`config.mk`:
```
export PLATFORM = sky130hd
export DESIGN_NAME = branch_target_unit
export DESIGN_NICKNAME = d
export VERILOG_FILES = /design/src/rtl/branch_pkg.sv /design/src/rtl/btb_dm.sv /design/src/rtl/branch_target_unit.sv
export SDC_FILE = /design/constraint.sdc
export NUM_CORES = 1
export LEC_CHECK = 0
export CAP_MARGIN = 5
export CORE_MARGIN = 2
export CORE_UTILIZATION = 35
export DETAILED_ROUTE_END_ITERATION = 10
export GPL_ROUTABILITY_DRIVEN = 0
export GPL_TIMING_DRIVEN = 0
export PLACE_DENSITY_LB_ADDON = 0.08
export SETUP_SLACK_MARGIN = 0.05
export SYNTH_ARGS = -nofsm -noshare
export SYNTH_HDL_FRONTEND = slang
export SYNTH_SLANG_ARGS = --single-unit
```
`constraint.sdc`:
```
create_clock -name CLK -period 6.2 [get_ports CLK]
set_clock_uncertainty 0.1 [all_clocks]
set_input_delay 1.24 -clock CLK [delete_from_list [all_inputs] [get_ports CLK]]
set_output_delay 1.24 -clock CLK [all_outputs]
set_load 0.03 [all_outputs]
```
`src/rtl/branch_pkg.sv`:
```
// Shared types and helpers for the branch target unit and its BTB.
// Holds the control-flow kind encoding, the default-configuration BTB
// entry layout and the index/tag slicing helpers used by the BTB.
package branch_pkg;

  localparam int unsigned XLEN_DEF      = 32;
  localparam int unsigned BTB_DEPTH_DEF = 16;
  localparam int unsigned IALIGN_DEF    = 4;
  localparam int unsigned OFFS_DEF      = $clog2(IALIGN_DEF);
  localparam int unsigned IW_DEF        = $clog2(BTB_DEPTH_DEF);
  localparam int unsigned TAGW_DEF      = XLEN_DEF - IW_DEF - OFFS_DEF;

  typedef enum logic [1:0] {
    BR_NONE   = 2'b00,
    BR_BRANCH = 2'b01,
    BR_JAL    = 2'b10,
    BR_JALR   = 2'b11
  } br_kind_t;

  // Entry layout for the default configuration.
  typedef struct packed {
    logic                valid;
    logic [TAGW_DEF-1:0] tag;
    logic [XLEN_DEF-1:0] target;
  } btb_entry_t;

  // BTB set index: pc[iw+offs-1:offs].
  function automatic int unsigned btb_index(input logic [63:0] pc,
                                            input int unsigned iw,
                                            input int unsigned offs);
    logic [63:0] mask;
    mask = (64'd1 << iw) - 64'd1;
    return 32'((pc >> offs) & mask);
  endfunction

  // BTB tag: everything above the index bits.
  function automatic logic [63:0] btb_tag(input logic [63:0] pc,
                                          input int unsigned iw,
                                          input int unsigned offs);
    return pc >> (iw + offs);
  endfunction

endpackage

```
`src/rtl/btb_dm.sv`:
```
// Direct-mapped branch target buffer.
// Ports: clk/rst (sync, active-high) clear all valid bits; stall blocks
// updates; upd_* are the registered MEM-stage results (write on redirect,
// invalidate on a matching not-taken branch); lookup_pc -> hit/pred_target
// is purely combinational and sees pre-edge contents.
module btb_dm
  import branch_pkg::*;
#(
  parameter int unsigned XLEN   = 32,
  parameter int unsigned DEPTH  = 16,
  parameter int unsigned IALIGN = 4
) (
  input  logic            clk,
  input  logic            rst,
  input  logic            stall,
  input  logic            upd_valid,
  input  logic            upd_redirect,
  input  logic            upd_misalign,
  input  logic [XLEN-1:0] upd_pc,
  input  logic [XLEN-1:0] upd_target,
  input  logic [XLEN-1:0] lookup_pc,
  output logic            hit,
  output logic [XLEN-1:0] pred_target
);

  localparam int unsigned OFFS = $clog2(IALIGN);
  localparam int unsigned IW   = $clog2(DEPTH);
  localparam int unsigned TAGW = XLEN - IW - OFFS;

  typedef struct packed {
    logic [TAGW-1:0] tag;
    logic [XLEN-1:0] target;
  } payload_t;

  logic [DEPTH-1:0] valid_q;
  payload_t         entries_q [DEPTH];

  logic [IW-1:0]   upd_idx;
  logic [TAGW-1:0] upd_tag;
  logic [IW-1:0]   lk_idx;
  logic [TAGW-1:0] lk_tag;
  logic            wr_en;
  logic            inv_en;
  payload_t        lk_entry;

  assign upd_idx = IW'(btb_index(64'(upd_pc), IW, OFFS));
  assign upd_tag = TAGW'(btb_tag(64'(upd_pc), IW, OFFS));
  assign lk_idx  = IW'(btb_index(64'(lookup_pc), IW, OFFS));
  assign lk_tag  = TAGW'(btb_tag(64'(lookup_pc), IW, OFFS));

  // A valid, aligned MEM instruction without redirect is a not-taken branch.
  assign wr_en  = !stall && upd_valid && upd_redirect && !upd_misalign;
  assign inv_en = !stall && upd_valid && !upd_redirect && !upd_misalign &&
                  (entries_q[upd_idx].tag == upd_tag);

  // Valid bits: reset clears everything, write sets, invalidate clears.
  always_ff @(posedge clk) begin
    if (rst) begin
      valid_q <= '0;
    end else if (wr_en) begin
      valid_q[upd_idx] <= 1'b1;
    end else if (inv_en) begin
      valid_q[upd_idx] <= 1'b0;
    end
  end

  // Tag/target storage is intentionally not reset.
  always_ff @(posedge clk) begin
    if (!rst && wr_en) begin
      entries_q[upd_idx] <= '{tag: upd_tag, target: upd_target};
    end
  end

  // Combinational lookup for the fetch stage.
  always_comb begin
    lk_entry    = entries_q[lk_idx];
    hit         = valid_q[lk_idx] && (lk_entry.tag == lk_tag);
    pred_target = hit ? lk_entry.target : '0;
  end

endmodule

```
`src/rtl/branch_target_unit.sv`:
```
// Branch/JAL/JALR target generation with an EX/MEM pipeline register and a
// direct-mapped BTB for next-PC prediction.
// Ports: CLK, RST (sync, active-high); ex_* EX-stage instruction inputs;
// stall/flush control the EX/MEM register; mem_* registered resolution
// (valid, redirect, target, pc, misalign); if_pc -> if_hit/if_pred_target
// combinational BTB lookup.
module branch_target_unit
  import branch_pkg::*;
#(
  parameter int unsigned XLEN      = XLEN_DEF,
  parameter int unsigned BTB_DEPTH = BTB_DEPTH_DEF,
  parameter int unsigned IALIGN    = IALIGN_DEF
) (
  input  logic            CLK,
  input  logic            RST,
  input  logic            ex_valid,
  input  br_kind_t        ex_kind,
  input  logic            ex_taken,
  input  logic [XLEN-1:0] ex_pc,
  input  logic [XLEN-1:0] ex_rs1,
  input  logic [XLEN-1:0] ex_imm_b,
  input  logic [XLEN-1:0] ex_imm_j,
  input  logic [XLEN-1:0] ex_imm_i,
  input  logic            stall,
  input  logic            flush,
  output logic            mem_valid,
  output logic            mem_redirect,
  output logic [XLEN-1:0] mem_target,
  output logic [XLEN-1:0] mem_pc,
  output logic            mem_misalign,
  input  logic [XLEN-1:0] if_pc,
  output logic            if_hit,
  output logic [XLEN-1:0] if_pred_target
);

  localparam int unsigned OFFS = $clog2(IALIGN);

  logic [XLEN-1:0] tgt_branch;
  logic [XLEN-1:0] tgt_jal;
  logic [XLEN-1:0] jalr_sum;
  logic [XLEN-1:0] sel_target;
  logic            taken;
  logic            misalign;
  logic            redirect;

  // Target arithmetic wraps modulo 2^XLEN.
  assign tgt_branch = ex_pc + ex_imm_b;
  assign tgt_jal    = ex_pc + ex_imm_j;
  assign jalr_sum   = ex_rs1 + ex_imm_i;

  // Kind select; misalignment only matters for taken transfers and
  // suppresses the redirect so the trap path owns it.
  always_comb begin
    sel_target = '0;
    taken      = 1'b0;
    unique case (ex_kind)
      BR_NONE: begin
        sel_target = '0;
        taken      = 1'b0;
      end
      BR_BRANCH: begin
        sel_target = tgt_branch;
        taken      = ex_taken;
      end
      BR_JAL: begin
        sel_target = tgt_jal;
        taken      = 1'b1;
      end
      BR_JALR: begin
        sel_target = {jalr_sum[XLEN-1:1], 1'b0};
        taken      = 1'b1;
      end
    endcase
    misalign = taken && (|sel_target[OFFS-1:0]);
    redirect = ex_valid && taken && !misalign;
  end

  // EX/MEM register: RST > flush > stall > load.
  always_ff @(posedge CLK) begin
    if (RST || flush) begin
      mem_valid    <= 1'b0;
      mem_redirect <= 1'b0;
      mem_target   <= '0;
      mem_pc       <= '0;
      mem_misalign <= 1'b0;
    end else if (!stall) begin
      mem_valid    <= ex_valid && (ex_kind != BR_NONE);
      mem_redirect <= redirect;
      mem_target   <= sel_target;
      mem_pc       <= ex_pc;
      mem_misalign <= misalign;
    end
  end

  btb_dm #(
    .XLEN  (XLEN),
    .DEPTH (BTB_DEPTH),
    .IALIGN(IALIGN)
  ) u_btb (
    .clk         (CLK),
    .rst         (RST),
    .stall       (stall),
    .upd_valid   (mem_valid),
    .upd_redirect(mem_redirect),
    .upd_misalign(mem_misalign),
    .upd_pc      (mem_pc),
    .upd_target  (mem_target),
    .lookup_pc   (if_pc),
    .hit         (if_hit),
    .pred_target (if_pred_target)
  );

endmodule

```
; ---- Yosys cells after proc, flatten, opt, wreduce, memory -nomap -nowiden
; Memories as Yosys holds them, arrays and structs flattened. A register that Yosys moved wholly into a read port is not among the register bits.
; Index checks and enable logic that the tools add are counted.
; W data, S select, Z words.
[word_totals]
input_bits = 200
output_inout_bits = 100
ff_bits = 83
memories = 1
ramBits = 928
[classes]
reduce_logical = 24
mux = 13
n_bitwise = 3
addsub = 3
eq_ne = 5
magnitude_cmp = 3
[memory_table]
columns = name, words, word_bits, read_ports, rd_clocked_by_memory_dff, write_ports, line_no
row1 = u_btb.entries_q, 16, 58, 2, 1, 1, btb_dm.sv:36  ; payload_t entries_q [DEPTH];
[ops]
columns = op, n
row1 = $pmux W32 S4, 1
row2 = $add A32 B32 Y32, 3
row3 = $eq A26 B26 Y1, 2
row4 = $mux W16, 2
row5 = $mux W32, 1
row6 = $and A16 B16 Y16, 1
row7 = $not A16 Y16, 1
row8 = $or A16 B16 Y16, 1
row9 = $logic_and A1 B1 Y1, 13
row10 = $lt A4 B5 Y1 const B, 2
row11 = $mux W4, 2
row12 = $logic_not A1 Y1, 5
row13 = $bmux W1 S4, 1
row14 = $demux W1 S4, 1
row15 = $eq A2 B2 Y1 const B, 2
row16 = $ge A4 B1 Y1 const B, 1
row17 = $mux W1, 4
row18 = $reduce_bool A2 Y1, 2
row19 = $reduce_or A2 Y1, 2
row20 = $pmux W1 S3, 1
row21 = $eq A2 B1 Y1 const B, 1
row22 = $logic_not A2 Y1, 1
row23 = $logic_or A1 B1 Y1, 1

; ---- Longest topological paths before layout
; Gate-level depths: netlist of run 1.
[depth]
ltp_word = 8
mapped_depth = 16
ltp_nobuf = 14

; ---- Hierarchy
; From an unflattened synthesis of run 1, not the netlist that was laid out.
[unflattened]
hier_cells = 2574
hier_area_um2 = 46240.6
[by_module_without_submodules]
columns = mod, cells_each, area_each_um2, instances, seq_area_each_um2
row1 = btb_dm, 1837, 40119.7, 1, 28187.0
row2 = branch_target_unit, 737, 6120.9, 1, 1341.3

; ---- Worst setup path after synthesis of run 1
; OpenSTA, ideal clock, no wires.
[synth_path]
path_type = input -> output
startpoint = input port if_pc[3]
endpoint = output port if_pred_target[10]
path_slack_ns = 0.830
required_time_ns = 4.860
arrival_time_ns = 4.030
path_stages = 10
n_path_buf = 4
cell_sequence = clkbuf_1 buf_2 buf_1 mux4_2 mux4_2 xnor2_1 nand3_1 nor3_1 clkbuf_1 and3_1
[synth_between]
elab_chain_len = 4
word_cells_on_any_way = 6
cone_classes = eq/ne: 1 / mux: 3 / reduce/logical: 1 / memory: 1
[synth_rtl]
columns = item, line_no
row1 = from (decl), branch_target_unit.sv:31  ; input logic [XLEN-1:0] if_pc,
row2 = $mem_v2 Z16 W58 / $bmux W1 S4 (equally long branches), n/a
row3 = $eq A26 B26 Y1 / $mux W1 (equally long branches), btb_dm.sv:77  ; hit = valid_q[lk_idx] && (lk_entry.tag == lk_tag);
row4 = $logic_and A1 B1 Y1, btb_dm.sv:77
row5 = $mux W32 (*), btb_dm.sv:78  ; pred_target = hit ? lk_entry.target : '0;
row6 = to (decl), branch_target_unit.sv:33  ; output logic [XLEN-1:0] if_pred_target
; Every way passes the cells marked *; elsewhere a longest branch is shown, timed or not. The select of a mux whose other input is x is not followed.

; ---- Worst setup path in the final report of run 1
[layout_path]
startpoint = input port if_pc[2]
endpoint = output port if_pred_target[2]
; The elaborated chain is that of the path after synthesis.

==> results of run 1 <==
==> power by group through the flow <==
stage / Combinational, mW / Clock (mW) / Sequential (mW)
4_1_cts: 1.33 / 6.63 / 7.55
3_5_place_dp: 1.31 / 0 / 7.70
2_1_floorplan: 0.737 / 0 / 7.67
5_1_grt: 1.42 / 6.89 / 7.56
6_report: 1.33 / 6.51 / 7.55
3_3_place_gp: 1.31 / 0 / 7.69
==> routing by layer <==
layer,up-vias,part of all wire [%]
li1,11660,-
met1,15126,42
met2,1242,49
met3,166,6.9
met4,0,2.2
met5,-,0
==> cell usage after synthesis (12+ instances only) <==
| cell type | number | area, um^2 |
|---|---|---|
| nand3_1 | 20 | 100 |
| nand2b_1 | 29 | 181 |
| ha_1 | 71 | 888 |
| buf_1 | 19 | 71.3 |
| nand2_1 | 67 | 251 |
| a22oi_1 | 30 | 225 |
| clkbuf_1 | 80 | 300 |
| o21ai_0 | 50 | 250 |
| mux2_2 | 55 | 619 |
| and3_1 | 37 | 231 |
| inv_1 | 31 | 116 |
| mux2i_1 | 79 | 791 |
| buf_2 | 33 | 165 |
| a21o_1 | 25 | 188 |
| edfxtp_1 | 928 | 27900 |
| nor3_1 | 29 | 145 |
| xor2_1 | 38 | 333 |
| o22ai_1 | 34 | 213 |
| or2_2 | 12 | 75.1 |
| nand4_1 | 16 | 100 |
| nor2_1 | 110 | 413 |
| xnor2_1 | 71 | 622 |
| dfxtp_1 | 87 | 1740 |
| mux4_2 | 379 | 8540 |
| a21oi_1 | 74 | 370 |
==> flip-flops by register name, summed over array words and instances, names as in the netlist, named ones only <==
signal	flops
mem_misalign	1
mem_pc	32
mem_redirect	1
mem_target	32
mem_valid	1
u_btb.entries_q	928
==> worst min-delay path by stage <==
stage               startpoint  endpoint  slack [ns]  depth (start not counted)
floorplan                 flop      flop        0.36                          2
global placement          flop      flop        0.37                          2
detailed placement        flop      flop        0.38                          2
CTS                       flop      flop        0.40                          2
global route              flop      flop        0.42                          2
finish                    flop      flop        0.39                          2
==> logic make-up (layout without fill, tap and decap cells) <==
family	count (synthesis)	count (layout)	synth area share (%)
compound gates	318	318	4.59
xor+xnor	109	109	2.06
fa+ha+maj	73	73	2.00
buf+inv	180	732	1.79
flops	1015	1015	63.9
mux	514	514	21.5
other cells	0	3	0
simple gates	375	375	4.15
==> cell usage in the layout, fill, tap and decap left out, drive strengths merged, types with 8 or more instances in the layout <==
cell type,netlist,routed
nand4,17,17
o21ai,51,51
nor4,8,8
clkbuf,80,211
a22oi,30,30
and2,8,8
a22o,9,9
xnor2,71,71
dfxtp,87,87
ha,71,71
clkinv,0,52
xor2,38,38
bufinv,0,11
inv,32,35
clkdlybuf4s50,0,260
clkinvlp,0,8
nand3,20,20
nor2,110,110
mux2i,79,79
clkdlybuf4s15,0,35
a221oi,9,9
or2,13,13
mux2,56,56
a31oi,9,9
edfxtp,928,928
a21o,25,25
and3,37,37
buf,68,114
a21oi,74,74
nand2b,29,29
nor2b,10,10
nor3,39,39
nand2,67,67
mux4,379,379
o22ai,34,34
==> final cells by class <==
cell class | count | area, um^2 | area share [%]
multi-input combinational | 1389 | 16100 | 28.4
antenna | 3 | 7.51 | 0.0132
tap | 1755 | 2200 | 3.87
inverter | 32 | 120 | 0.212
timing repair buffer | 350 | 4130 | 7.28
clock inverter | 74 | 771 | 1.36
clock buffer | 128 | 2790 | 4.92
sequential | 1015 | 29600 | 52.2
buffer | 148 | 990 | 1.75
==> per-stage QoR <==
stage                     setup slack, ns  setup TNS [ns]  total power, mW  util, %
after floorplan                     0.830               0             8.41        -
after global placement              -4.73        -4222.99             9.00     39.1
after detailed placement            -1.53          -48.37             9.01     40.2
after CTS                          0.0334               0             15.5     43.1
after global routing               0.0504               0             15.9     43.1
final                               0.112               0             15.4     43.1
==> tightest hold or removal path, cell delays in order, from the launching register on <==
cell	delay, ns
dfxtp_1	0.31
nand2b_1	0.07
o22ai_1	0.07
==> what timing repair did <==
item	CTS	global route
pin swaps	2	1
gates resized for setup	161	30
endpoints found under the setup margin	34	34
setup buffers	2	0
hold endpoints to repair	0	0
==> reports/metrics.yaml, run 1 <==
die_width_um: 368
critPathMaxFanout: 10
clockBufferDepth: 3
top_usage_layer: "met2"
status: "completed"
cp-start-kind: "input pin"
crit_path_cell_trace: "buf_6, buf_12, mux4_2, mux4_2, xnor2_2, nand4_1, nor4_4, buf_4, buf_8, buf_4, and3_1, clkdlybuf4s15_2"
hold_path.class: "reg -> reg"
gr-total-overflow: 0
cp-startpoint: "if_pc[2]"
drive_above_1_share_pct: 26.0
relSlewSlack_pct: 2.43
whs_ns: 0.393
p_switching_mw: 3.67
use_met2_pct: 39.2
syn_area_um2: 46300
fillers: 11597
drv_slew: 0
hold_viol: 0
dp_cells: 4687
synth_cell_types: 76
hold_buffers: 0
antenna_found_initial: 7
cts.sinks: 1015
core_area_um2: 131000
gr-usage-met3_pct: 3.38
maxCapViolCount: 0
grt_pass1_wl_mm: 225
arrival_ns: 4.75
die-area_um2: 135000
io_buffers: 293
r2r_cells: 13
cts_tree: "built"
switching_share_pct: 23.9
start_util_pct: 35.2
cpMaxStageDelayCell: "mux4_2"
max_stage_delay_ns: 0.54
grt_use_total_pct: 23.7
grt_max_degree: 23
pin_count: 300
final_cell_count_no_fill: 4894
clkSlewWorstSetupHoldPaths_ns: 0.06
vdd_drop_max_mv: 0.228
place_hpwl_mm: 114
cp.required_ns: 4.86
cts_root_buf: "clkbuf_16"
finalSetupViolations: 0
numCtsBuffers: 108
end_kind: "output port"
fin_crit_ns: 6.09
syn_inst: 2584
power_frac_seq_pct: 49.1
pwr-share-clk_pct: 42.3
rows: 133
drt-total-wl_mm: 161
yosysSeqAreaShare_pct: 63.9
nNetsFinal: 3317
crit_buf_inv: 6
route.detailed.wl_per_inst_um: 32.9
synth_area_per_cell_um2: 17.9
rsz0062_at_grt: "false"
finalCritPeriodShare_pct: 98.2
cp_top_family: "buffers and inverters"
synth_nets: 2857
initialDrtViolationCount: 3112
ys.flop_type: "edfxtp_1"
tightest_slew_ns: 1.46
postSynth.asyncResetShare_pct: 0
gr-usage-met1_pct: 33.1
placed_area_um2: 52800
max_freq_mhz: 164
rrSetupSlack_ns: 0.94
fp.dieH_um: 368
pwr-share-comb_pct: 8.6
h-tree-depth: 3
ys_ff_latch: 1015
fin_area_um2: 56700
antenna_left: 0
syn2layout_area_growth_pct: 22.3
vias_per_cell: 5.76
grt_pass1_vias: 28879
p_int_mw: 11.7
leakagePower_nw: 20.3
synth_edf_count: 928
yosysWarnings: 0
dr.pass1.iters: 6
vias: 28194
crit_type: "in -> out"
p_per_area_nw_per_um2: 272
clkLatencyLatePin_ns: 0.75
worstSetupEndpoint: "if_pred_target[2]"
drc_errors: 0
worstSetupPathDepth: 12
No activity file was read; power rests on OpenSTA's default activity.
==> inputs of run 2 (changes only) <==
--- a/config.mk
+++ b/config.mk
@@ -12,7 +12,9 @@
 export GPL_ROUTABILITY_DRIVEN = 0
 export GPL_TIMING_DRIVEN = 0
 export PLACE_DENSITY_LB_ADDON = 0.08
+export REMOVE_ABC_BUFFERS = 1
 export SETUP_SLACK_MARGIN = 0.05
 export SYNTH_ARGS = -nofsm -noshare
 export SYNTH_HDL_FRONTEND = slang
+export SYNTH_HIERARCHICAL = 1
 export SYNTH_SLANG_ARGS = --single-unit
==> run 2 against run 1 <==
Net effect: critical path depth unchanged; clock power up 3%; largest power group unchanged; wire length shrank 2.0%; via count shrank 2.5%; first-iteration DRC count is 12% lower; maximum frequency increased by 0.13%; sequential power about the same; critical endpoint is now if_pred_target[22].
==> reports/metrics.yaml, run 2 <==
drt-total-wl_mm: 158  # -2.0%
hold_viol: 0  # unchanged
cpMaxStageDelayCell: "mux4_2"
gr-total-overflow: 0  # unchanged
setup_tns_ns: 0  # unchanged
vdd_drop_max_mv: 0.241  # +5.9%
post-route-util_pct: 43.2  # +0.049 points
max_freq_mhz: 164  # +0.13%
clkLatencyLatePin_ns: 0.70  # -0.05 ns
final_cell_count_no_fill: 4788  # -2.2%
synth_common_cells: "edfxtp_1 (928), mux4_2 (370), mux2i_1 (129)"
largest-register: "u_btb/entries_q"
die-area_um2: 135000  # -0.19%
top_regs: "u_btb/entries_q: 928 flops, mem_pc: 32 flops, mem_target: 32 flops"
max_stage_delay_ns: 0.59  # +0.05 ns
drc_errors: 0  # unchanged
multi_input_area_um2: 16100  # +0.28%
grt_use_total_pct: 23.2  # -0.52 points
h-tree-depth: 3  # unchanged
crit_type: "in -> out"
yosysSeqAreaShare_pct: 63.9  # about the same
dp_cells: 4558  # -2.8%
nNetsFinal: 3211  # -3.2%
syn2layout_area_growth_pct: 22.5
yosys.area.top_type_share_pct: 60.3  # +0.11 points
syn_area_um2: 46200  # -0.19%
finalSetupViolations: 0  # unchanged
dr.pass1.iters: 7  # +1
cts_tree: "built"
insertedDiodeCount: 0  # -3
core_area_um2: 131000  # -0.13%
rsz0062_at_grt: "false"
finalCritPeriodShare_pct: 98.1  # -0.13 points
io_buffers: 297  # +1.4%
maxCapViolCount: 0  # unchanged
antenna_found_initial: 6  # -1
grt_pass1_wl_mm: 221  # -1.4%
place_hpwl_mm: 104  # -8.9%
grt_max_degree: 51  # +120%
fp.dieH_um: 367  # about the same
layout.cells.most_common_list: "edfxtp_1 (928), mux4_2 (370), clkdlybuf4s50_1 (259), mux2i_1 (129), clkbuf_16 (110)"
hold_path.class: "reg -> reg"
die_width_um: 367  # about the same
drv_slew: 0  # unchanged
initialDrtViolationCount: 2724  # -12%
ys_top_cells_by_area: "edfxtp_1 (60%), mux4_2 (18%), dfxtp_1 (3.6%)"
numCtsBuffers: 110  # +1.9%
relSlewSlack_pct: 13.4  # +11 points
largest_reg_flops: 928  # unchanged
fin_area_um2: 56700  # about the same
synth_cell_types: 80  # +5.3%
p_per_area_nw_per_um2: 275  # +1.2%
pin_count: 300  # unchanged
synth_area_per_cell_um2: 18.0  # +0.20%
leakagePower_nw: 20.3  # about the same
route.detailed.wl_per_inst_um: 32.9  # +0.14%
drive_above_1_share_pct: 24.9  # -1.1 points
vias_per_cell: 5.74  # -0.31%
vias: 27497  # -2.5%
cp-start-kind: "input pin"
syn_inst: 2574  # -0.39%
yosysWarnings: 6  # +6
placed_area_um2: 52500  # -0.50%
postSynth.asyncResetShare_pct: 0  # unchanged
yosysMostFrequentCell: "edfxtp_1"
start_util_pct: 35.2  # about the same
crit_buf_inv: 6  # unchanged
synth_top_cell_by_area: "edfxtp_1"
fillers: 11497  # -0.86%
end_kind: "output port"
fin_crit_ns: 6.08  # -0.00798 ns
seqCellArea_um2: 29500  # -0.23%
cp_top_family: "buffers and inverters"
status: "completed"
clockBufferDepth: 3  # unchanged
rows: 133  # unchanged
clkSlewWorstSetupHoldPaths_ns: 0.06  # about the same
grt_pass1_vias: 28262  # -2.1%
cts.sinks: 1011  # -0.39%
arrival_ns: 4.74  # about the same
critPathMaxFanout: 17  # +7
ys_ff_latch: 1011  # -0.39%
antenna_left: 0  # unchanged
crit_path_cell_trace: "buf_16, buf_12, buf_16, mux4_2, mux4_2, xnor2_1, nand4_1, nor3_4, buf_4, buf_6, and3_2, clkdlybuf4s15_2"
tightest_slew_ns: 1.29  # -0.169 ns
ys.flop_type: "edfxtp_1"
cts_root_buf: "clkbuf_16"
cp.required_ns: 4.86  # about the same
synth_edf_count: 928  # unchanged
final_common_cell: "edfxtp_1"
## run 2: cell types whose count changed in the layout (fill, tap and decap cells not counted), sizes merged, moves of 13 or more
cell and delta:
clkbuf -49, nand2 +14, buf -13, mux2 -22
o22ai -27, a22oi +15, nand2b -19, clkdlybuf4s15 -32
nor3 -21, mux2i +50
## run 2: power by group
part	switching [mW]	leakage [nW]	internal [mW]
sequential	0.0983	10.9	7.42
clock	2.80	1.79	3.91
combinational	0.738	7.61	0.605
## run 2: timing repair
| action | in CTS | in global routing |
|---|---|---|
| hold buffers | 0 | 0 |
| gates cloned | 13 | 0 |
| setup endpoints to repair | 33 | 30 |
| gates resized for setup | 71 | 55 |
| setup buffers | 9 | 0 |
| pin swaps | 7 | 2 |
## run 2: path summary, 6_finish.rpt
| path | from | endpoint | slack (ns) | cells past startpoint |
|---|---|---|---|---|
| setup / recovery | if_pc[2] | if_pred_target[22] | 0.12 | 12 |
| hold / removal | flop | flop | 0.39 | 2 |
| setup reg to reg | mem_pc[5] | flop | 1.10 | 9 |
| hold reg to reg | flop | flop | 0.39 | 2 |
## run 2: layout make-up
cell class / instances / share of cell area, %
Timing Repair Buffer: 396 / 8.85
Clock inverter: 68 / 1.27
Multi-Input combinational cell: 1393 / 28.4
Sequential cell: 1011 / 52.1
Tap cell: 1755 / 3.88
Clock buffer: 140 / 5.27
Inverter: 25 / 0.166
## run 2: through the flow
stage / hold slack [ns] / power [mW] / setup WS [ns]
final: 0.388 / 15.6 / 0.120
after global routing: 0.403 / 16.1 / 0.0691
after CTS: 0.382 / 15.7 / 0.0452
after detailed placement: 0.373 / 8.95 / -1.79
after global placement: 0.364 / 9.13 / -21.68
after floorplan: 0.347 / 8.30 / -2.31
## run 2: cells by family (layout without fill, tap and decap cells)
| group | after synthesis | count (layout) | synth area share, % |
|---|---|---|---|
| fa+ha+maj | 74 | 74 | 2.03 |
| buf+inv | 170 | 629 | 1.71 |
| xor+xnor | 116 | 116 | 2.20 |
| compound gates | 314 | 314 | 4.76 |
| flops | 1011 | 1011 | 63.9 |
| mux | 533 | 533 | 21.6 |
| simple gates | 356 | 356 | 3.80 |
## run 2: worst reg2reg max path: stages, from the launching register on
cell	delay [ns]
dfxtp_4	0.87
buf_16	0.36
nor2b_1	1.14
a22o_1	0.30
a221oi_1	0.10
a211o_1	0.39
o31ai_1	0.55
nand3_1	0.47
nor4_1	0.50
o32ai_1	0.15
## run 2: routing by layer
metal,vias up,global-route usage (%),routed length (um)
met5,-,0,12
met4,2,5.34,3090
met3,154,4.20,10700
met2,1081,36.4,73100
met1,14830,33.5,70800
li1,11430,-,-
==> RTL change (config.mk and constraints of run 1) <==
Change the package constant `XLEN_DEF` from 32 to 24.
--- a/src/rtl/branch_pkg.sv
+++ b/src/rtl/branch_pkg.sv
@@ -5,3 +5,3 @@
 
-  localparam int unsigned XLEN_DEF      = 32;
+  localparam int unsigned XLEN_DEF      = 24;
   localparam int unsigned BTB_DEPTH_DEF = 16;
Interface: changed (9 resized); port bits go from 300 to 228. No check against the original RTL was run, so the function may have changed too.
==> RTL change against run 1 <==
  * Die area shrank 27%
  * Worst setup slack gained 0.10 ns
  * Global-route usage shrank 1.6 points
  * Final area shrank 28%
  * Sequential power shrank 27%
  * Sequential cell count shrank 272
  * Maximum frequency grew 1.7%
  * Clock power shrank 28%
  * Highest routed layer unchanged
  * Routed wire length shrank 33%
  * Area after synthesis shrank 27%
  * Power shrank 28%
  * Sequential share of layout area grew 0.41 points
  * Register-to-register slack gained 0.36 ns
==> RTL change: results <==
[logic_synthesis]
synth-xor-area-share_pct = 2.19
syn_nets = 2062
synth_edf_count = 672
synth_common_cells = 672 x edfxtp_1, 275 x mux4_2, 81 x a21oi_1, 71 x dfxtp_1, 71 x nor2_1
ys_async_sr_fraction_pct = 0
synth_ff_type = edfxtp_1
synthTopCellsByArea = edfxtp_1 60%, mux4_2 18%, dfxtp_1 4.2%, ha_1 2.0%, mux2i_1 2.0%
synth_warnings = 0
synth_cell_type_count = 65
yosys-mux-area-fraction_pct = 21.6
seq_area_frac_synth_pct = 64.3
synth_fa_ha_area_share_pct = 2.09
synth_compound_area_share_pct = 4.46

[drt]
vias_per_cell = 5.62
drt_pass1_iterations = 7
avgRoutedWirePerCell_um = 30.8
dr.first_iter.drc_count = 1852

[clocking]
cts.path.max_buffers = 3
cts_buffers = 83
cts-root-buf = clkbuf_16
worstSkewPairLatency_ns = 0.65
path_clk_slew_ns = 0.06
htree_levels = 3

[global_route]
grt_pass1_vias = 20900
grt_pass1_wl_um = 154000
grt_usage_pct = 22.1
grt_antenna_before_repair = 1
grt_max_degree = 22

[worst_setup_path]
reg2regPathDepth = 11
crit_start = if_pc[3]
slowest_stage = mux4_2
arrival_ns = 4.65
crit_end = if_pred_target[22]
path_delay_family = buffers and inverters
cpPeakStageDelay_ns = 0.55
critPathMaxFanout = 10
r2r_setup_slack_ns = 1.30

[power]
ir_worst_vdd_uv = 218
power.leakage_uw = 0.0148

[placed_design]
dpl.hpwl_um = 75600
io_buffers = 220
place_area_um2 = 38300

[timing]
holdWs_ns = 0.418
maxSlewHeadroom_pct = 19.2

[outcome]
status = finished, final reports clean

[min_path]
min_to = mem_valid$_SDFFE_PP0N_
min-delay-start = mem_valid$_SDFFE_PP0N_
hold_path_class = reg2reg
worstHoldPathCells = 2

[final_layout]
nets = 2406
n_fill_cell = 8438
drive_above_1_share_pct = 24.6
largestRegisters = u_btb.entries_q (672), mem_pc (24), mem_target (24)
RTL change: cell count changes after synthesis, moves of 18 or more:
cell	run 1	this run
and2_1	8	26
and3_1	37	6
clkbuf_1	80	45
edfxtp_1	928	672
ha_1	71	53
mux2_2	55	35
mux4_2	379	275
nand2b_1	29	10
nor2_1	110	71
o21ai_0	50	32
o22ai_1	34	6
xnor2_1	71	41
RTL change: through the flow:
stage	setup slack (ns)	util, %	cells	setup TNS, ns
global route	0.0613	43.2	3526	0
global placement	-2.68	39.3	3340	-1634.89
detailed placement	-1.70	40.3	3376	-38.96
finish	0.212	43.2	3527	0
CTS	0.132	43.2	3526	0
floorplan	0.847	-	1855	0
RTL change: power breakdown:
group,switching (µW),total (µW),internal (µW)
registers,69.2,5520,5450
logic,526,938,413
clock network,2020,4690,2670
total,2620,11100,8530
RTL change: cell families after synthesis:
kind of cell | Yosys count
AND/OR/NAND/NOR | 240
AO/OA/AOI/OAI | 232
flip-flops | 743
adder cells (fa/ha/maj) | 55
buffers and inverters | 125
XOR/XNOR | 84
multiplexers | 376
RTL change: routing by layer:
metal / vias up / part of all wire (%) / global-route usage (%)
li1: 8378 / - / -
met1: 10600 / 45 / 31.6
met2: 730 / 47 / 35.0
met3: 120 / 6.4 / 3.79
met4: 0 / 2.5 / 6.22
met5: - / 0 / 0
RTL change: what timing repair did:
item	4_1_cts	5_1_grt
gates resized for setup	96	2
setup endpoints to repair	25	8
pin swaps	1	0
buffers inserted	3	0
RTL change: area by class of cell:
cell class | count | area share (%)
plain buffers | 105 | 1.59
clock inverters | 44 | 0.945
multi-input cells | 987 | 28.2
diodes | 1 | 0.00610
repair buffers | 259 | 7.30
flip-flops and latches | 743 | 52.7
inverters | 20 | 0.183
well taps | 1265 | 3.86
clock buffers | 103 | 5.30
